<file path="src/rtl/score_pkg.sv">
// =============================================================================
// score_pkg : shared types and constants for the score display/convert path.
// Rev 1.0
// =============================================================================
`default_nettype none

package score_pkg;

    localparam int BCD_W     = 4;
    localparam int DIGIT_MAX = 9;

    typedef enum logic [1:0] {
        IDLE = 2'd0,
        CONV = 2'd1,
        DONE = 2'd2
    } score_state_t;

    // Elaboration-time 10^n, used to size-check the binary result width.
    function automatic longint unsigned pow10(input int n);
        longint unsigned v;
        v = 64'd1;
        for (int i = 0; i < n; i++) begin
            v = v * 64'd10;
        end
        return v;
    endfunction

endpackage

`default_nettype wire

</file>
<file path="src/rtl/bcd_mac10.sv">
// =============================================================================
// bcd_mac10 : combinational acc*10 + digit via shift-add; clamps and flags
//             digits above 9 when SCORE_DIGIT_CHECK_EN is defined.
// Rev 1.0
// =============================================================================
`default_nettype none

module bcd_mac10
    import score_pkg::*;
#(
    parameter int OUT_W = 10
) (
    input  logic [OUT_W-1:0] i_acc,
    input  logic [BCD_W-1:0] i_digit,
    output logic [OUT_W-1:0] o_acc,
    output logic             o_err
);

    localparam int c_EXT_W = OUT_W + 4;

    logic [c_EXT_W-1:0] w_acc_ext;
    logic [BCD_W-1:0]   w_digit;

    assign w_acc_ext = {4'b0000, i_acc};

`ifdef SCORE_DIGIT_CHECK_EN
    assign o_err   = (i_digit > BCD_W'(DIGIT_MAX));
    assign w_digit = o_err ? BCD_W'(DIGIT_MAX) : i_digit;
`else
    assign o_err   = 1'b0;
    assign w_digit = i_digit;
`endif

    // Result wraps modulo 2^OUT_W.
    assign o_acc = OUT_W'((w_acc_ext << 3) + (w_acc_ext << 1) + c_EXT_W'(w_digit));

endmodule

`default_nettype wire

</file>
<file path="src/rtl/score_bcd_to_bin.sv">
// =============================================================================
// score_bcd_to_bin : iterative packed-BCD to binary score converter, one digit
//                    per clock MSD first. Optional macro: SCORE_DIGIT_CHECK_EN.
// Rev 1.0
// =============================================================================
`default_nettype none

module score_bcd_to_bin
    import score_pkg::*;
#(
    parameter int NUM_DIGITS = 3,
    parameter int OUT_W      = 10
) (
    input  logic                        clk,
    input  logic                        resetn,
    input  logic                        in_valid,
    output logic                        in_ready,
    input  logic [BCD_W*NUM_DIGITS-1:0] in_digits,
    output logic                        out_valid,
    input  logic                        out_ready,
    output logic [OUT_W-1:0]            out_score,
    output logic                        out_err
);

    localparam int                 c_IDX_W    = (NUM_DIGITS > 1) ? $clog2(NUM_DIGITS) : 1;
    localparam logic [c_IDX_W-1:0] c_IDX_LAST = c_IDX_W'(NUM_DIGITS - 1);

    generate
        if ((64'd1 << OUT_W) < pow10(NUM_DIGITS)) begin : g_width_check
            $error("score_bcd_to_bin: OUT_W too narrow for NUM_DIGITS");
        end
    endgenerate

    score_state_t              r_state;
    logic                      r_in_ready;
    logic                      r_out_valid;
    logic                      r_err;
    logic [OUT_W-1:0]          r_acc;
    logic [c_IDX_W-1:0]        r_idx;
    logic [BCD_W*NUM_DIGITS-1:0] r_digits;

    logic [BCD_W-1:0]          w_digit;
    logic [OUT_W-1:0]          w_acc_next;
    logic                      w_digit_err;

    assign w_digit = r_digits[r_idx*BCD_W +: BCD_W];

    bcd_mac10 #(
        .OUT_W (OUT_W)
    ) u_mac (
        .i_acc   (r_acc),
        .i_digit (w_digit),
        .o_acc   (w_acc_next),
        .o_err   (w_digit_err)
    );

    always_ff @(posedge clk or negedge resetn) begin
        if (!resetn) begin
            r_state     <= IDLE;
            r_in_ready  <= 1'b0;
            r_out_valid <= 1'b0;
            r_err       <= 1'b0;
            r_acc       <= '0;
            r_idx       <= '0;
            r_digits    <= '0;
        end else begin
            case (r_state)
                IDLE: begin
                    // in_ready rises on the first edge after reset release.
                    r_in_ready <= 1'b1;
                    if (in_valid && r_in_ready) begin
                        r_digits   <= in_digits;
                        r_acc      <= '0;
                        r_idx      <= c_IDX_LAST;
                        r_err      <= 1'b0;
                        r_in_ready <= 1'b0;
                        r_state    <= CONV;
                    end
                end
                CONV: begin
                    r_acc <= w_acc_next;
                    r_err <= r_err | w_digit_err;
                    if (r_idx == '0) begin
                        r_out_valid <= 1'b1;
                        r_state     <= DONE;
                    end else begin
                        r_idx <= r_idx - c_IDX_W'(1);
                    end
                end
                DONE: begin
                    if (out_ready) begin
                        r_out_valid <= 1'b0;
                        r_in_ready  <= 1'b1;
                        r_state     <= IDLE;
                    end
                end
                default: begin
                    r_out_valid <= 1'b0;
                    r_in_ready  <= 1'b0;
                    r_state     <= IDLE;
                end
            endcase
        end
    end

    assign in_ready  = r_in_ready;
    assign out_valid = r_out_valid;
    assign out_score = r_acc;
    assign out_err   = r_err;

endmodule

`default_nettype wire

</file>
<file path="config.mk">
export PLATFORM = sky130hd
export DESIGN_NAME = score_bcd_to_bin
export DESIGN_NICKNAME = d
export VERILOG_FILES = /design/src/rtl/score_pkg.sv /design/src/rtl/bcd_mac10.sv /design/src/rtl/score_bcd_to_bin.sv
export SDC_FILE = /design/constraint.sdc
export NUM_CORES = 1
export LEC_CHECK = 0
export ABC_AREA = 0
export CAP_MARGIN = 20
export CORE_UTILIZATION = 30
export DETAILED_ROUTE_END_ITERATION = 12
export PLACE_DENSITY = 0.52
export SLEW_MARGIN = 5
export SYNTH_ARGS = -nofsm -noshare
export SYNTH_HDL_FRONTEND = slang
export SYNTH_SLANG_ARGS = --single-unit
</file>
<file path="constraint.sdc">
create_clock -name clk -period 3.14 [get_ports clk]
set_input_delay 0.628 -clock clk [delete_from_list [all_inputs] [get_ports clk]]
set_output_delay 0.628 -clock clk [all_outputs]
set_load 0.005 [all_outputs]
</file>
==> impl_metrics.tcl, run 1 <==
set metrics [dict create \
    run_status "completed" \
    yosysUniqueCellTypes 33 \
    area_growth_syn_to_layout_pct 24.2 \
    finalMaxSlewViolations 0 \
    crit_path_cell_trace "inv_1 > nor2_1 > a21oi_1 > fa_1 > inv_1 > fa_1 > a21oi_1 > o21ai_0 > a21oi_1 > xor2_1 > o22ai_1" \
    synth_async_sr_flop_share_pct 100 \
    max_cap_viol_count 0 \
    drt.antenna.violating_nets 0 \
    clk_latency_ns 0.27 \
    die-area_um2 5670 \
    grt_pass1_vias 1146 \
    fin_crit_ns 2.80 \
    layout_worst_path_cycle_share_pct 89.2 \
    critPathMostFrequentCell "sky130_fd_sc_hd__a21oi_1" \
    synth_top_area_cell "sky130_fd_sc_hd__dfrtp_1" \
    antenna-diode-count 0 \
    die_height_um 75.3 \
    detailroute.via_count 1171 \
    cellPowerDensity_nw_per_um2 1090 \
    gp_congestion 0.780 \
    synthDominantCellAreaShare_pct 43.4 \
    totalPowerFinal_uw 2190 \
    wire_length_of_the_first_global_routing_pass_um 5240 \
    post_cts_buffers 0 \
    largest_delay_share_family_worst_path "adder cells" \
    min-delay-start "out_valid$_DFFE_PN0P_" \
    cell_area_after_placement_um2 1950 \
    vias_per_cell 4.76 \
    cts.sink_count 28 \
    cts_tree "yes" \
    firstDrtPassIters 4 \
    critical_path_peak_fanout 6 \
    worstPathArrival_ns 2.92 \
    path_class "reg2reg" \
    utilization_pct 39.0 \
    cts_root_buffer "sky130_fd_sc_hd__clkbuf_8" \
    timing.critical_path.required_ns 3.26 \
    core_area_um2 5140 \
    dp_hpwl_um 2400 \
    hold_path_class "reg2reg" \
    critical_path_max_stage_delay_ns 0.48 \
    grt_start_max_net_pins 29 \
    holdBufCountCts 0 \
    grt_antenna_before_repair 0 \
    dr.first_iter.drc_count 37 \
    cts_inserted_buffers 3 \
    final_cell_area_um2 2000 \
    drive_above_1_share_pct 13.1 \
    clkTransAtPathRegs_ns 0.09 \
    syn-mean-instance-area_um2 10.8 \
    cts.repair.resized 0 \
    rsz0062_at_grt "no" \
    peakVddDrop_mv 0.355 \
    synth.top_cells.by_area "sky130_fd_sc_hd__dfrtp_1 (43%), sky130_fd_sc_hd__ha_1 (12%), sky130_fd_sc_hd__mux2_2 (8.4%)" \
    num-nets-final 210 \
    h-tree-depth 1 \
    end_kind "flip-flop" \
    buffer_ports.inserted 27 \
    cp-start-kind "flip-flop" \
    synth_enable_flop_cells 0 \
    clock_skew_ns 0.00349 \
    synth-warning-count 0 \
    report.final.hold_viol_count 0 \
    setup_viol 0 \
    synth.yosys.seq_area_share_pct 43.4 \
    r2r_start "r_idx[1]$_DFFE_PN0P_" \
    worst-slew-pin-transition_ns 0.741 \
    worst_path_cell_with_the_longest_stage_delay "sky130_fd_sc_hd__fa_1" \
    initial_utilization_pct 31.4 \
    syn_inst 149 \
    timing.critical_path.buf_inv 2 \
    finalWirelength_um 3070 \
    grt_remaining_overflow 0 \
    core.rowCount 26 \
    maximum_clock_insertion_buffer_count 2 \
    die-width_um 75.3 \
    number_of_filler_instances_in_the_final_layout 530 \
    io_pins 29 \
    all_layer_gr_usage_pct 12.2 \
    power.leakage_uw 0.000884 \
    syn-cell-area_um2 1610 \
    max_slew_margin_pct 50.5 \
    maxClockFrequency_ghz 0.357 \
    synth_ff_type "sky130_fd_sc_hd__dfrtp_1" \
    detail_route.wl_per_cell_um 12.5 \
    count_of_state_elements_after_synthesis 28 \
    fin_tns_setup_ns 0 \
    crit_path_start "r_idx[1]$_DFFE_PN0P_" \
    postSynthNetCount 182 \
    post-route-drc-count 0 \
]
-- cell usage after synthesis, drive strengths merged, types with 2 or more instances --
| master | number |
|---|---|
| a211oi | 3 |
| a21oi | 7 |
| buf | 5 |
| dfrtp | 28 |
| fa | 2 |
| ha | 15 |
| inv | 8 |
| mux2 | 12 |
| mux2i | 4 |
| nand2 | 18 |
| nand2b | 3 |
| nor2 | 7 |
| o21ai | 11 |
| o21bai | 2 |
| o22ai | 6 |
| xnor2 | 4 |
| xor2 | 3 |
-- placed cells by master (no fill, tap or decap), types with 2 or more instances in the layout --
| cell type | instances |
|---|---|
| sky130_fd_sc_hd__dfrtp_1 | 28 |
| sky130_fd_sc_hd__clkdlybuf4s50_1 | 27 |
| sky130_fd_sc_hd__nand2_1 | 18 |
| sky130_fd_sc_hd__ha_1 | 15 |
| sky130_fd_sc_hd__mux2_2 | 12 |
| sky130_fd_sc_hd__o21ai_0 | 11 |
| sky130_fd_sc_hd__inv_1 | 8 |
| sky130_fd_sc_hd__nor2_1 | 7 |
| sky130_fd_sc_hd__a21oi_1 | 7 |
| sky130_fd_sc_hd__o22ai_1 | 6 |
| sky130_fd_sc_hd__mux2i_1 | 4 |
| sky130_fd_sc_hd__xnor2_1 | 4 |
| sky130_fd_sc_hd__clkbuf_8 | 4 |
| sky130_fd_sc_hd__xor2_1 | 3 |
| sky130_fd_sc_hd__nand2b_1 | 2 |
| sky130_fd_sc_hd__a211oi_1 | 2 |
| sky130_fd_sc_hd__fa_1 | 2 |
| sky130_fd_sc_hd__buf_4 | 2 |
-- through the flow --
step	worst slack [ns]	hold WS, ns	cells
floorplan	0.557	0.332	149
global placement	0.415	0.497	242
detailed placement	0.365	0.500	242
CTS	0.341	0.522	246
global route	0.0520	0.532	246
finish	0.339	0.515	246
-- worst min-delay path: cells and delay by family (launching register included) --
family | cells | cell delay (ns)
flip-flops | 1 | 0.37
AND/OR/NAND/NOR | 1 | 0.05
AO/OA/AOI/OAI | 1 | 0.06
-- final timing paths --
| path | end | slack (ns) | cells after the start |
|---|---|---|---|
| hold reg to reg | out_valid$_DFFE_PN0P_ | 0.51 | 2 |
| max in group asynchronous | out_score[1]$_DFFE_PN0P_ | 2.13 | 2 |
| hold / removal | out_valid$_DFFE_PN0P_ | 0.51 | 2 |
| min in group asynchronous | out_score[7]$_DFFE_PN0P_ | 0.74 | 2 |
| setup / recovery | out_score[8]$_DFFE_PN0P_ | 0.34 | 11 |
| setup reg to reg | out_score[8]$_DFFE_PN0P_ | 0.34 | 11 |
-- registers in the layout, summed over array words and instances, names as in the netlist --
| name | cells |
|---|---|
| r_state | 2 |
| out_valid | 1 |
| out_score | 10 |
| r_idx | 2 |
| in_ready | 1 |
| r_digits | 12 |
-- area by class of cell --
class	instances	area, um2	share of cell area, %
sequential	28	701	35.0
timing repair buffer	29	285	14.2
inverter	8	30.0	1.50
tap	70	87.6	4.37
multi-input combinational	107	845	42.2
clock buffer	4	55.1	2.75
-- metal layers --
layer	wire (um)	vias to the layer above	track usage (%)
li1	-	576	-
met1	1380	557	14.9
met2	1500	34	22.0
met3	163	4	2.38
met4	25	0	3.09
met5	0	-	0
-- report_power, final --
part / switching, uW / internal [uW]
clock: 109 / 112
combinational: 617 / 650
sequential: 157 / 542
-- kinds of logic after synthesis --
group	count (synthesis)	share of synthesized area, %
muxes	16	10.9
other	1	0.233
xor gates and xnor gates	7	3.80
buffers and inverters	14	4.19
and+or+nand+nor	32	9.78
DFF	28	43.4
AOI/OAI and AO/OA	34	13.6
adders and majority gates	17	14.1
Note: power is estimated with default switching activity, not from simulation.
==> run 2: changes to the inputs <==
--- a/constraint.sdc
+++ b/constraint.sdc
@@ -3,2 +3,2 @@
 set_output_delay 0.628 -clock clk [all_outputs]
-set_load 0.005 [all_outputs]
+set_load 0.01 [all_outputs]
==> results of run 2 <==
Same layout as run 1 (identical final DEF). Status: completed.
Among the figures that moved: total power 2190 uW -> 2220 uW; worst IR drop on VDD 0.355 mV -> 0.360 mV
==> run 3: changes to the inputs <==
- SKIP_CTS_REPAIR_TIMING: default -> 1
- clock period: 3.14 -> 2.7 ns (I/O delays scaled with it)
==> run 3 against run 2 <==
Wire length is 6.1% higher. Critical path depth stayed put. Via count is 0.94% higher. Clock power is 3% higher. Power is 24% higher. Global-route usage is 0.90 points higher. Critical endpoint is now out_score[7]$_DFFE_PN0P_.
==> impl_metrics.tcl, run 3 (synthesis results as in run 1) <==
set metrics [dict create \
    clock_skew_ns 0.00230 \
    grt_start_max_net_pins 29 \
    worstPathArrival_ns 2.70 \
    die_height_um 75.3 \
    grt_antenna_before_repair 0 \
    io_pins 29 \
    dp_hpwl_um 2410 \
    cts_tree "yes" \
    drt.antenna.violating_nets 0 \
    max_slew_margin_pct 54.4 \
    fin_crit_ns 2.58 \
    core.rowCount 26 \
    cell_area_after_placement_um2 1960 \
    critical_path_peak_fanout 3 \
    crit_path_cell_trace "mux2i_1 > nor2_1 > a21oi_2 > fa_1 > inv_2 > ha_4 > a211oi_4 > o21ai_0 > a21oi_1 > xor2_1 > o22ai_1" \
    largest_delay_share_family_worst_path "adder cells" \
    r2r_start "r_idx[0]$_DFFE_PN0P_" \
    largest_register_ff_count 12 \
    cts_inserted_buffers 3 \
    run_status "completed" \
    grt_remaining_overflow 0 \
    worst-slew-pin-transition_ns 0.684 \
    maximum_clock_insertion_buffer_count 2 \
    firstDrtPassIters 4 \
    antenna-diode-count 0 \
    critical_path_max_stage_delay_ns 0.55 \
    maxClockFrequency_ghz 0.388 \
    cellPowerDensity_nw_per_um2 1320 \
    grt_pass1_vias 1219 \
    cp-start-kind "flip-flop" \
    power.leakage_uw 0.000897 \
    buffer_ports.inserted 27 \
    gp_congestion 0.845 \
    report.final.hold_viol_count 0 \
    h-tree-depth 1 \
    hold_depth 1 \
    vias_per_cell 4.75 \
    setup_viol 0 \
    drive_above_1_share_pct 20.1 \
    dr.first_iter.drc_count 23 \
    cts_root_buffer "sky130_fd_sc_hd__clkbuf_8" \
    detail_route.wl_per_cell_um 13.1 \
    worst_path_cell_with_the_longest_stage_delay "sky130_fd_sc_hd__fa_1" \
    timing.critical_path.buf_inv 1 \
    clkTransAtPathRegs_ns 0.09 \
    finalWirelength_um 3260 \
    number_of_filler_instances_in_the_final_layout 541 \
    finalWorstSetupSlack_ns 0.123 \
    totalPowerFinal_uw 2760 \
    layout_worst_path_cycle_share_pct 95.4 \
    area_growth_syn_to_layout_pct 29.2 \
    worstHoldEndpoint "r_digits[1]$_DFFE_PN0P_" \
    rsz0062_at_grt "yes" \
    min-delay-start "r_digits[1]$_DFFE_PN0P_" \
    wire_length_of_the_first_global_routing_pass_um 5640 \
    max_cap_viol_count 0 \
    worst-r2r-setup-slack_ns 0.12 \
    worst_r2r_endpoint "out_score[7]$_DFFE_PN0P_" \
    core_area_um2 5140 \
    worst-r2r-cell-count 11 \
    commonest_cells_after_routing_fill_and_taps_aside "sky130_fd_sc_hd__dfrtp_1 (27), sky130_fd_sc_hd__clkdlybuf4s50_1 (27), sky130_fd_sc_hd__nand2_1 (18), sky130_fd_sc_hd__mux2_2 (12), sky130_fd_sc_hd__ha_1 (12)" \
    cts.sink_count 28 \
    preCtsSetupSlack_ns 0.0131 \
    end_kind "flip-flop" \
    all_layer_gr_usage_pct 13.1 \
    detailroute.via_count 1182 \
    num-nets-final 214 \
    final_cell_area_um2 2080 \
    finalMaxSlewViolations 0 \
    die-width_um 75.3 \
    post-route-drc-count 0 \
    utilization_pct 40.5 \
    timing.critical_path.required_ns 2.83 \
    clk_latency_ns 0.27 \
    path_class "reg2reg" \
    peakVddDrop_mv 0.449 \
    initial_utilization_pct 31.4 \
    fin_tns_setup_ns 0 \
    die-area_um2 5670 \
    hold_path_class "reg2reg" \
    largest_register "r_digits" \
]
-- run 3: through the flow --
step	std cells	hold slack, ns
global placement	244	0.498
detailed placement	244	0.499
CTS	247	0.521
finish	249	0.517
global route	249	0.534
floorplan	149	0.244
-- run 3: how the worst max path moves through the flow --
stage,startpoint,to,slack (ns),depth (start not counted)
2_1_floorplan,r_idx[0]$_DFFE_PN0P_,out_score[9]$_DFFE_PN0P_,0.12,12
3_3_place_gp,r_idx[0]$_DFFE_PN0P_,out_score[8]$_DFFE_PN0P_,0.07,10
3_5_place_dp,r_idx[0]$_DFFE_PN0P_,out_score[9]$_DFFE_PN0P_,0.01,11
4_1_cts,r_idx[0]$_DFFE_PN0P_,out_score[8]$_DFFE_PN0P_,-0.006,10
5_1_grt,r_idx[0]$_DFFE_PN0P_,out_score[9]$_DFFE_PN0P_,-0.08,11
6_report,r_idx[0]$_DFFE_PN0P_,out_score[7]$_DFFE_PN0P_,0.12,11
-- run 3: layout make-up --
cell class | count | area [um2] | share of cell area [%]
clock buffer | 3 | 41.3 | 1.98
inverter | 8 | 30.0 | 1.44
multi-input combinational | 107 | 895 | 42.9
sequential | 28 | 702 | 33.7
tap | 70 | 87.6 | 4.20
timing repair buffer | 33 | 328 | 15.7
-- run 3: per-layer routing --
| layer | up-vias | wire length (um) | global-route usage (%) |
|---|---|---|---|
| met5 | - | 0 | 0 |
| met4 | 0 | 11 | 2.47 |
| met3 | 2 | 122 | 2.38 |
| met2 | 26 | 1630 | 23.5 |
| met1 | 572 | 1490 | 16.6 |
| li1 | 582 | - | - |
-- run 3: power breakdown --
group | total [uW] | switching (uW) | leakage [uW] | internal (uW)
clock network | 227 | 127 | 0.0000216 | 100
logic | 1720 | 839 | 0.000540 | 880
registers | 812 | 179 | 0.000335 | 633
total | 2760 | 1140 | 0.000897 | 1610
==> patch (settings of run 1) <==
Add a define of `SCORE_DIGIT_CHECK_EN`.
--- a/src/rtl/bcd_mac10.sv
+++ b/src/rtl/bcd_mac10.sv
@@ -4,6 +4,8 @@
 // Rev 1.0
 // =============================================================================
 `default_nettype none
+
+`define SCORE_DIGIT_CHECK_EN
 
 module bcd_mac10
     import score_pkg::*;
Function: changed (a bounded check fails within 4 cycles, from zero or initial values and one cycle with resetn low).
==> patch against run 1 <==
- first-iteration DRC count is the same
- hold slack lost 40 ps
- synthesized cell count grew 20%
- die area grew 3.5%
- design area grew 4.4%
- sequential cell count grew 1
- setup slack lost 57 ps
- wire length grew 10%
- clock power grew 41%
- power grew 6.8%
- critical endpoint unchanged
- largest cell class unchanged
- area after synthesis grew 3.6%
- count of clock-buffer cells in the layout grew 3
==> patch: results <==
{
  "routed_via_density": 4.53,
  "r2r_cells": 12,
  "port_buffers": 28,
  "yosysSeqAreaShare_pct": 43.4,
  "routed_wirelength_um": 3380,
  "dpl-instance-area_um2": 2000,
  "skew_ps": 3.96,
  "hpwl_um": 2460,
  "clkTransAtPathRegs_ps": 60,
  "switching_share_pct": 41.6,
  "holdCritStartpoint": "r_digits[0]$_DFFE_PN0P_",
  "grt_util_met3_pct": 4.19,
  "synth_nets": 212,
  "pwr.group.clock_uw": 312,
  "worst_pin_slew_ps": 726,
  "htree_levels": 2,
  "r2r_start": "r_idx[0]$_DFFE_PN0P_",
  "leakagePower_uw": 0.000980,
  "grt_pass1_wl_um": 5820,
  "crit_fanout": 7,
  "wl_met1_um": 1670,
  "whs_endpoint": "r_digits[0]$_DFFE_PN0P_",
  "route.met3.wl_um": 151,
  "synth-compound-area-share_pct": 12.3,
  "worst_ep_arrival_time_ps": 3000,
  "met2_usage_pct": 20.2,
  "grt_max_degree": 30,
  "peakVddDrop_mv": 0.354,
  "numCtsBuffers": 5,
  "combPwrFrac_pct": 55.8,
  "gp_congestion": 0.782,
  "outcome": "completed",
  "synth_common_cells": "48 x nand2_1, 29 x dfrtp_1, 15 x ha_1",
  "synthAdderAreaFrac_pct": 13.6,
  "grt_usage_pct": 12.7,
  "yosys-top-cells-area": "dfrtp_1 43%, ha_1 11%, nand2_1 11%"
}
[patch: worst max-delay path: stages (launching register included)]
cell and delay [ps]:
dfrtp_1 460, and2b_1 290, nand2_1 80, o21ai_2 80
inv_1 70, fa_1 470, inv_1 60, fa_1 460
a21oi_1 210, o21ai_0 120, a21oi_1 190, xor2_1 160
o21ai_1 70
[patch: worst max path at each step]
stage | slack, ps | endpoint | startpoint | depth (start not counted)
final | 280 | out_score[8]$_DFFE_PN0P_ | r_idx[0]$_DFFE_PN0P_ | 12
after global routing | 40 | out_score[8]$_DFFE_PN0P_ | r_idx[0]$_DFFE_PN0P_ | 12
after CTS | 260 | out_score[8]$_DFFE_PN0P_ | r_idx[0]$_DFFE_PN0P_ | 12
after detailed placement | 270 | out_score[8]$_DFFE_PN0P_ | r_idx[0]$_DFFE_PN0P_ | 12
after global placement | 330 | out_score[8]$_DFFE_PN0P_ | r_idx[0]$_DFFE_PN0P_ | 12
after floorplan | 480 | out_score[8]$_DFFE_PN0P_ | r_idx[0]$_DFFE_PN0P_ | 13
[patch: cells by family (layout without fill, tap and decap cells)]
group	count (synthesis)	after routing
simple gates	71	71
mux	4	4
buf+inv	15	45
xor+xnor	8	8
flops	29	29
compound gates	35	35
fa+ha+maj	17	17
[patch: cell type report]
class	count	share of cell area [%]
multi-input cells	135	41.4
repair buffers	30	14.1
inverters	8	1.44
clock buffers	7	4.13
flip-flops and latches	29	34.7
well taps	70	4.19
[patch: per-stage QoR]
step	hold slack (ps)	utilization (%)	std cells	power, uW	setup slack [ps]
detailed placement	460	38.3	272	2050	274
global route	504	39.9	279	2600	40.5
global placement	469	38.3	272	2050	325
finish	475	39.9	279	2340	282
floorplan	332	-	179	1680	482
CTS	477	39.9	279	2390	255
